### src/rtl/bank_readout_sequencer_if.sv
// -----------------------------------------------------------------------------
// bank_readout_sequencer_if : read-mux and output-stream bundle of the sequencer
// Rev 1.0 - initial release
// -----------------------------------------------------------------------------
`default_nettype none

interface bank_readout_sequencer_if #(
   parameter int DATA_WIDTH = 8,
   parameter int NUM_BANKS  = 4
);
   localparam int SELW = $clog2(NUM_BANKS);

   logic                  start;
   logic                  busy;
   logic                  done;
   logic [SELW-1:0]       rd_sel;
   logic [DATA_WIDTH-1:0] rd_data;
   logic [DATA_WIDTH-1:0] out_data;
   logic [SELW-1:0]       out_bank;
   logic                  out_valid;
   logic                  out_ready;

   // master: the sequencer; slave: the byte store plus downstream consumer
   modport master (
      input  start, rd_data, out_ready,
      output busy, done, rd_sel, out_data, out_bank, out_valid
   );

   modport slave (
      output start, rd_data, out_ready,
      input  busy, done, rd_sel, out_data, out_bank, out_valid
   );
endinterface

`default_nettype wire

### src/rtl/bank_readout_sequencer.sv
// -----------------------------------------------------------------------------
// bank_readout_sequencer : sweeps bank select, captures each byte, streams it out.
// Optional READOUT_CHECKSUM_EN appends an XOR checksum word to every sweep.
// Rev 1.0 - initial release
// -----------------------------------------------------------------------------
`default_nettype none

module bank_readout_sequencer #(
   parameter int DATA_WIDTH    = 8,
   parameter int NUM_BANKS     = 4,
   parameter int SETTLE_CYCLES = 2
) (
   input  logic                     clk,
   input  logic                     reset,
   bank_readout_sequencer_if.master bus
);
   localparam int SELW = $clog2(NUM_BANKS);
   localparam int CNTW = (SETTLE_CYCLES > 1) ? $clog2(SETTLE_CYCLES) : 1;

   localparam logic [1:0] ST_IDLE    = 2'd0;
   localparam logic [1:0] ST_SETTLE  = 2'd1;
   localparam logic [1:0] ST_CAPTURE = 2'd2;
   localparam logic [1:0] ST_PRESENT = 2'd3;

   localparam logic [SELW-1:0] LAST_BANK = SELW'(NUM_BANKS - 1);
   localparam logic [CNTW-1:0] CNT_LAST  = CNTW'(SETTLE_CYCLES - 1);

   logic [1:0]            state_q,     state_d;
   logic [CNTW-1:0]       cnt_q,       cnt_d;
   logic [SELW-1:0]       rd_sel_q,    rd_sel_d;
   logic [DATA_WIDTH-1:0] out_data_q,  out_data_d;
   logic [SELW-1:0]       out_bank_q,  out_bank_d;
   logic                  out_valid_q, out_valid_d;
   logic                  done_q,      done_d;
   logic                  accept;

`ifdef READOUT_CHECKSUM_EN
   logic [DATA_WIDTH-1:0] xor_q,       xor_d;
   logic                  csum_q,      csum_d;
`endif

   assign accept = out_valid_q && bus.out_ready;

   always_comb begin
      state_d     = state_q;
      cnt_d       = cnt_q;
      rd_sel_d    = rd_sel_q;
      out_data_d  = out_data_q;
      out_bank_d  = out_bank_q;
      out_valid_d = out_valid_q;
      done_d      = 1'b0;
`ifdef READOUT_CHECKSUM_EN
      xor_d       = xor_q;
      csum_d      = csum_q;
`endif
      case (state_q)
         ST_IDLE: begin
            if (bus.start) begin
               state_d  = ST_SETTLE;
               rd_sel_d = '0;
               cnt_d    = '0;
`ifdef READOUT_CHECKSUM_EN
               xor_d    = '0;
               csum_d   = 1'b0;
`endif
            end
         end
         ST_SETTLE: begin
            cnt_d = cnt_q + 1'b1;
            if (cnt_q == CNT_LAST) begin
               state_d = ST_CAPTURE;
            end
         end
         ST_CAPTURE: begin
            out_data_d  = bus.rd_data;
            out_bank_d  = rd_sel_q;
            out_valid_d = 1'b1;
            state_d     = ST_PRESENT;
`ifdef READOUT_CHECKSUM_EN
            xor_d       = xor_q ^ bus.rd_data;
`endif
         end
         ST_PRESENT: begin
            if (accept) begin
               out_valid_d = 1'b0;
`ifdef READOUT_CHECKSUM_EN
               // The checksum word is presented straight after the last bank is
               // accepted, without another settle pass.
               if (csum_q) begin
                  state_d  = ST_IDLE;
                  done_d   = 1'b1;
                  rd_sel_d = '0;
                  csum_d   = 1'b0;
               end else if (rd_sel_q == LAST_BANK) begin
                  out_data_d  = xor_q;
                  out_bank_d  = '0;
                  out_valid_d = 1'b1;
                  csum_d      = 1'b1;
               end else begin
                  state_d  = ST_SETTLE;
                  rd_sel_d = rd_sel_q + 1'b1;
                  cnt_d    = '0;
               end
`else
               if (rd_sel_q == LAST_BANK) begin
                  state_d  = ST_IDLE;
                  done_d   = 1'b1;
                  rd_sel_d = '0;
               end else begin
                  state_d  = ST_SETTLE;
                  rd_sel_d = rd_sel_q + 1'b1;
                  cnt_d    = '0;
               end
`endif
            end
         end
         default: begin
            state_d = ST_IDLE;
         end
      endcase
   end

   always_ff @(posedge clk) begin
      if (reset) begin
         state_q     <= ST_IDLE;
         cnt_q       <= '0;
         rd_sel_q    <= '0;
         out_data_q  <= '0;
         out_bank_q  <= '0;
         out_valid_q <= 1'b0;
         done_q      <= 1'b0;
`ifdef READOUT_CHECKSUM_EN
         xor_q       <= '0;
         csum_q      <= 1'b0;
`endif
      end else begin
         state_q     <= state_d;
         cnt_q       <= cnt_d;
         rd_sel_q    <= rd_sel_d;
         out_data_q  <= out_data_d;
         out_bank_q  <= out_bank_d;
         out_valid_q <= out_valid_d;
         done_q      <= done_d;
`ifdef READOUT_CHECKSUM_EN
         xor_q       <= xor_d;
         csum_q      <= csum_d;
`endif
      end
   end

   assign bus.rd_sel    = rd_sel_q;
   assign bus.out_data  = out_data_q;
   assign bus.out_bank  = out_bank_q;
   assign bus.out_valid = out_valid_q;
   assign bus.done      = done_q;
   assign bus.busy      = (state_q != ST_IDLE);

endmodule

`default_nettype wire

### src/flat_wrapper.sv
// flat-port wrapper written by rule: the top's interface ports become plain ports
module bank_readout_sequencer_flat 
#(
   parameter int DATA_WIDTH    = 8,
   parameter int NUM_BANKS     = 4,
   parameter int SETTLE_CYCLES = 2
)
  (clk, reset, bus_start, bus_rd_data, bus_out_ready, bus_busy, bus_done, bus_rd_sel, bus_out_data, bus_out_bank, bus_out_valid);
  bank_readout_sequencer_if #(.DATA_WIDTH(DATA_WIDTH), .NUM_BANKS(NUM_BANKS)) bus_i ();
  input  logic clk;
  input  logic reset;
  input wire logic [$bits(bus_i.start)-1:0] bus_start;
  input wire logic [$bits(bus_i.rd_data)-1:0] bus_rd_data;
  input wire logic [$bits(bus_i.out_ready)-1:0] bus_out_ready;
  output wire logic [$bits(bus_i.busy)-1:0] bus_busy;
  output wire logic [$bits(bus_i.done)-1:0] bus_done;
  output wire logic [$bits(bus_i.rd_sel)-1:0] bus_rd_sel;
  output wire logic [$bits(bus_i.out_data)-1:0] bus_out_data;
  output wire logic [$bits(bus_i.out_bank)-1:0] bus_out_bank;
  output wire logic [$bits(bus_i.out_valid)-1:0] bus_out_valid;
  assign bus_i.start = bus_start;
  assign bus_i.rd_data = bus_rd_data;
  assign bus_i.out_ready = bus_out_ready;
  assign bus_busy = bus_i.busy;
  assign bus_done = bus_i.done;
  assign bus_rd_sel = bus_i.rd_sel;
  assign bus_out_data = bus_i.out_data;
  assign bus_out_bank = bus_i.out_bank;
  assign bus_out_valid = bus_i.out_valid;
  bank_readout_sequencer #(.DATA_WIDTH(DATA_WIDTH), .NUM_BANKS(NUM_BANKS), .SETTLE_CYCLES(SETTLE_CYCLES)) u_core (.clk(clk), .reset(reset), .bus(bus_i));
endmodule
### config.mk
export PLATFORM = sky130hd
export DESIGN_NAME = bank_readout_sequencer_flat
export DESIGN_NICKNAME = d
export VERILOG_FILES = /design/src/rtl/bank_readout_sequencer_if.sv /design/src/rtl/bank_readout_sequencer.sv /design/src/flat_wrapper.sv
export SDC_FILE = /design/constraint.sdc
export NUM_CORES = 1
export LEC_CHECK = 0
export ABC_AREA = 0
export BUFFER_PORTS_ARGS = -buffer_cell sky130_fd_sc_hd__buf_2
export CAP_MARGIN = 20
export CORE_ASPECT_RATIO = 0.9
export CORE_UTILIZATION = 35
export CTS_CLUSTER_DIAMETER = 80
export DETAILED_ROUTE_END_ITERATION = 10
export PLACE_DENSITY_LB_ADDON = 0.3
export SYNTH_ARGS = -nofsm -noshare
export SYNTH_HDL_FRONTEND = slang
export SYNTH_SLANG_ARGS = --single-unit
### constraint.sdc
create_clock -name clk -period 5 [get_ports clk]
set_input_delay 1 -clock clk [delete_from_list [all_inputs] [get_ports clk]]
set_output_delay 1 -clock clk [all_outputs]
set_load 0.005 [all_outputs]
* Yosys cells after proc, flatten, opt, wreduce, memory -nomap -nowiden
Cells that the tools add are included.
Storage, ports and cells: input port bits 12, register bits after elaboration 17, logic and storage cells 46, output and inout bits 15
Operators by class: $add $sub $neg 2, bitwise logic cells 2, reductions and logical operators 11, equality and inequality tests 8, muxes and demuxes 16
Operators by type and width (count):
- 2-bit two-way mux | 6
- 2-bit case mux with 4 select lines | 1
- 2-bit equality test, second input constant | 3
- 1-bit two-way mux | 6
- 3-bit AND reduction | 2
- 2-bit nonzero test | 3
- 2-bit by 1-bit inequality test with 1-bit output, second input constant | 2
- 2-bit inequality test, second input constant | 2
- 2-bit case mux with 2 select lines | 1
- 4-bit AND reduction | 1
- 1-bit case mux with 3 select lines | 1
- 3-bit nonzero test | 1
- 3-bit OR reduction | 1
- 2-bit by 1-bit adder with 2-bit output, second input constant | 1
- 2-bit by 1-bit equality test with 1-bit output, second input constant | 1
- 2-bit zero test | 1
- 1-bit inverter | 2
- 1-bit case mux with 2 select lines | 1
- 2-bit AND reduction | 1
- 1-bit adder, second input constant | 1
- 1-bit logical AND | 1

* Logic depth before layout (Yosys ltp)
depth in word-level cells 4, mapped depth 5, depth with buffers taken out 5

* Least setup slack after synthesis
Ideal clock, no wire load.
path kind input-to-reg, start point in bus_start, end point reg u_core.cnt_q, arrival 1.840 ns, stages on the path 3, required time 4.877 ns, setup slack 3.037 ns, buffers on the path 0, cell sequence and2b_1 -> a2111oi_4 -> mux2_1
Between the ends: cells in the longest elaborated chain, start to end 2
Ends and longest elaborated chain:
- start, declared | RTL line flat_wrapper.sv:12 | input wire logic [$bits(bus_i.start)-1:0] bus_start;
- 2-bit inequality test (no line)
- 4-bit AND reduction (no line)
- end signal, assigned | RTL line bank_readout_sequencer.sv:138 | cnt_q <= cnt_d;
- end, declared | RTL line bank_readout_sequencer.sv:29 | logic [CNTW-1:0] cnt_q, cnt_d;
Every way passes these cells. A chain may end at the register's enable or synchronous reset.

* Worst setup path after layout
start point reg u_core.state_q[0], end point out bus_busy
Between the ends: cells in the longest elaborated chain, start to end 1
Ends and longest elaborated chain:
- start, declared | RTL line bank_readout_sequencer.sv:28 | logic [1:0] state_q, state_d;
- start signal, assigned | RTL line bank_readout_sequencer.sv:137 | state_q <= state_d;
- 2-bit nonzero test | RTL line bank_readout_sequencer.sv:156 | assign bus.busy = (state_q != ST_IDLE);
- end, declared | RTL line flat_wrapper.sv:15 | output wire logic [$bits(bus_i.busy)-1:0] bus_busy;
Every way passes these cells.

==> run_results.csv <==
group,metric,value,unit
setup_path,worstPathCellList,"inv_1 > ha_1 > inv_1 > buf_2",
setup_path,worst-path-buf-inv,3,
setup_path,slowest_delay,0.45,ns
grt,antenna_found_initial,0,
final_layout,register_area,340.3,µm²
power,clkPwrFrac,16.0,%
placement,hpwlAfterDp,1214,µm
sta,finalHoldViolations,0,
drt,vias,688,
grt,grt_max_degree,19,
hold_path,hp-class,"register to register",
placement,gp_congestion,0.7767,
synth,seq_area_frac_synth,40.84,%
final_layout,syn_to_final_growth,21.32,%
floorplan,row_count,16,
setup_path,cp_common_cell,"inv_1",
sta,fmax,0.4370,GHz
clock_tree,clk_pin_slew,0.09,ns
power,total_power,0.4472,mW
setup_path,path_max_fanout,7,
clock_tree,cts_setup_buffers,0,
run_status,outcome,"finished clean",
final_layout,final_cell_mix,"26 x buf_2, 17 x dfxtp_1, 14 x nor2_1",
drt,firstDrtPassIters,2,
clock_tree,clock_sinks,17,
grt,grt_overflow,0,
clock_tree,post_cts_resized,0,
final_layout,final_common_cell,"buf_2",
drt,drc,0,
floorplan,die_x,53.44,µm
synth,synthCells,84,
power,ir_worst_vdd,0.1642,mV
setup_path,critPathSlowestCell,"dfxtp_1",
final_layout,final_nets,131,
sta,maxSlewViolCount,0,
power,p_int,0.2828,mW
setup_path,start_kind,"register",
setup_path,critical_path_class,"register to primary output",
final_layout,fin_util,45.91,%
power,power.density,442.3,nW/µm²
final_layout,multi_input_comb_area,461.7,µm²
setup_path,cp.required,4.00,ns
power,power_leakage,0.4608,nW
floorplan,coreArea,2202,µm²
synth,syn_nets,103,
drt,viasPerCell,4.986,
clock_tree,worstSkewPairLatency,0.28,ns
drt,ant_nets,0,
floorplan,die-area,2580,µm²
floorplan,initial_utilization,37.84,%
sta,worstMarginPinSlew,0.7063,ns
synth,yosysWarnings,0,
synth,synth_area_per_cell,9.920,µm²
synth,synth.distinct_cells,27,
drt,post_drt_wl_per_cell,11.80,µm
setup_path,critPathTopFamily,"flip-flops",
sta,tns,0,ns
final_layout,diodes,0,
power,p_sw_share,36.76,%
grt,grt_pass1_wl,2649,µm
synth,synthesis.area,833.3,µm²
setup_path,cp.arrival,1.29,ns
floorplan,die_h,48.29,µm
sta,period_minus_slack,2.288,ns
grt,grt_pass1_vias,598,
sta,slew_headroom,52.92,%
drt,drt_iter0_drc,5,
sta,setup_viol,0,
run,max-cap-violations,0,
power,seq_power_share,41.3,%
floorplan,pin_count,27,
clock_tree,postCtsHoldBufs,0,
sta,rsz0062_at_grt,"false",
power,p_switching,0.1644,mW
synth,synth.area.top_cells,"dfxtp_1 41%, mux2i_1 12%, ha_1 11%",
synth,synthDominantCellAreaShare,40.84,%
clock_tree,cts-root-buf,"clkbuf_4",
setup_path,end_kind,"primary output",
grt,track_usage,14.56,%
power,combinationalPowerShare,42.7,%
clock_tree,h-tree-depth,1,
synth,ys_ff_latch,17,
sta,clock_skew,0.003223,ns
clock_tree,cts_tree,"yes",
placement,io_buffers,26,
final_layout,fillers,227,
drt,wl,1628,µm
synth,synth_area_leader_cell,"dfxtp_1",
clock_tree,cts_made_buffers,3,
clock_tree,cts_buffer_depth,2,
final_layout,drive_gt1_share,28.83,%
sta,period_share,45.76,%
-- state kept, by name (all words and copies together), names as in the netlist --
register              cells
u_core.bus.rd_sel         2
u_core.bus.out_valid      1
u_core.state_q            2
u_core.bus.done           1
u_core.cnt_q              1
u_core.bus.out_data       8
u_core.bus.out_bank       2
-- area by class of cell --
cell class / count / area share [%]
Multi-Input combinational cell: 59 / 45.67
Sequential cell: 17 / 33.66
Tap cell: 27 / 3.342
Clock buffer: 4 / 2.599
Inverter: 5 / 1.856
Timing Repair Buffer: 26 / 12.87
-- power groups by stage --
stage          Clock (mW)  Sequential (mW)  Combinational [mW]
2_1_floorplan           0            0.186               0.142
3_3_place_gp            0            0.187               0.189
3_5_place_dp            0            0.189               0.192
4_1_cts            0.0758            0.186               0.193
5_1_grt            0.0825            0.190               0.216
6_report           0.0717            0.185               0.191
-- metal layers --
layer	vias to the layer above	wire [µm]	track usage (%)
met5	-	0	0
met4	0	23	4.737
met3	2	81	4.984
met2	16	782	24.00
met1	324	741	18.03
li1	346	-	-
-- worst paths after layout --
path / start / to / slack, ns / cells after the start
hold reg to reg: u_core.bus.out_data[7]$_SDFFE_PP0P_ / u_core.bus.out_data[7]$_SDFFE_PP0P_ / 0.50 / 2
setup reg to reg: u_core.state_q[0]$_SDFFE_PP0P_ / u_core.cnt_q$_SDFFE_PP0P_ / 3.14 / 5
hold / removal: u_core.bus.out_data[7]$_SDFFE_PP0P_ / u_core.bus.out_data[7]$_SDFFE_PP0P_ / 0.50 / 2
setup / recovery: u_core.state_q[0]$_SDFFE_PP0P_ / bus_busy / 2.71 / 4
-- synth_stat cells --
master,count
a2111oi_4,1
a211oi_1,1
a21bo_2,1
a21boi_4,1
a21oi_1,2
a311oi_1,1
a31oi_1,1
and2b_1,1
buf_1,1
buf_2,1
clkbuf_1,1
dfxtp_1,17
ha_1,7
inv_1,5
mux2_1,1
mux2i_1,10
nand2_1,2
nand2b_1,2
nand3_1,2
nand4_1,1
nor2_1,14
nor2b_1,4
nor3_1,2
o311ai_0,1
o311ai_1,1
o31ai_1,1
o41ai_1,2
-- kinds of logic (layout without fill, tap and decap cells) --
logic type / count (synthesis) / in the layout / synth area share (%)
adders and majority gates: 7 / 7 / 10.51
AOI/OAI and AO/OA: 13 / 13 / 15.77
buffers and inverters: 8 / 35 / 3.753
DFF: 17 / 17 / 40.84
and+or+nand+nor: 28 / 28 / 15.77
muxes: 11 / 11 / 13.36
-- through the flow --
stage                     setup slack, ns  area, µm²  cells  hold slack (ns)
final                               2.712       1011    138           0.5035
after floorplan                     3.037      833.3     84           0.4850
after detailed placement            2.894      984.7    134           0.4836
after CTS                           2.696       1011    138           0.5075
after global placement              2.919      984.7    134           0.4672
after global routing                2.588       1011    138           0.5287
-- worst register-to-register path, cell delays in order, from the launching register on --
cell and delay [ns]:
dfxtp_1 0.45, inv_1 0.12, ha_1 0.27, and2b_1 0.26, a2111oi_4 0.30, mux2_1 0.34
No activity file was read; power rests on OpenSTA's default activity.
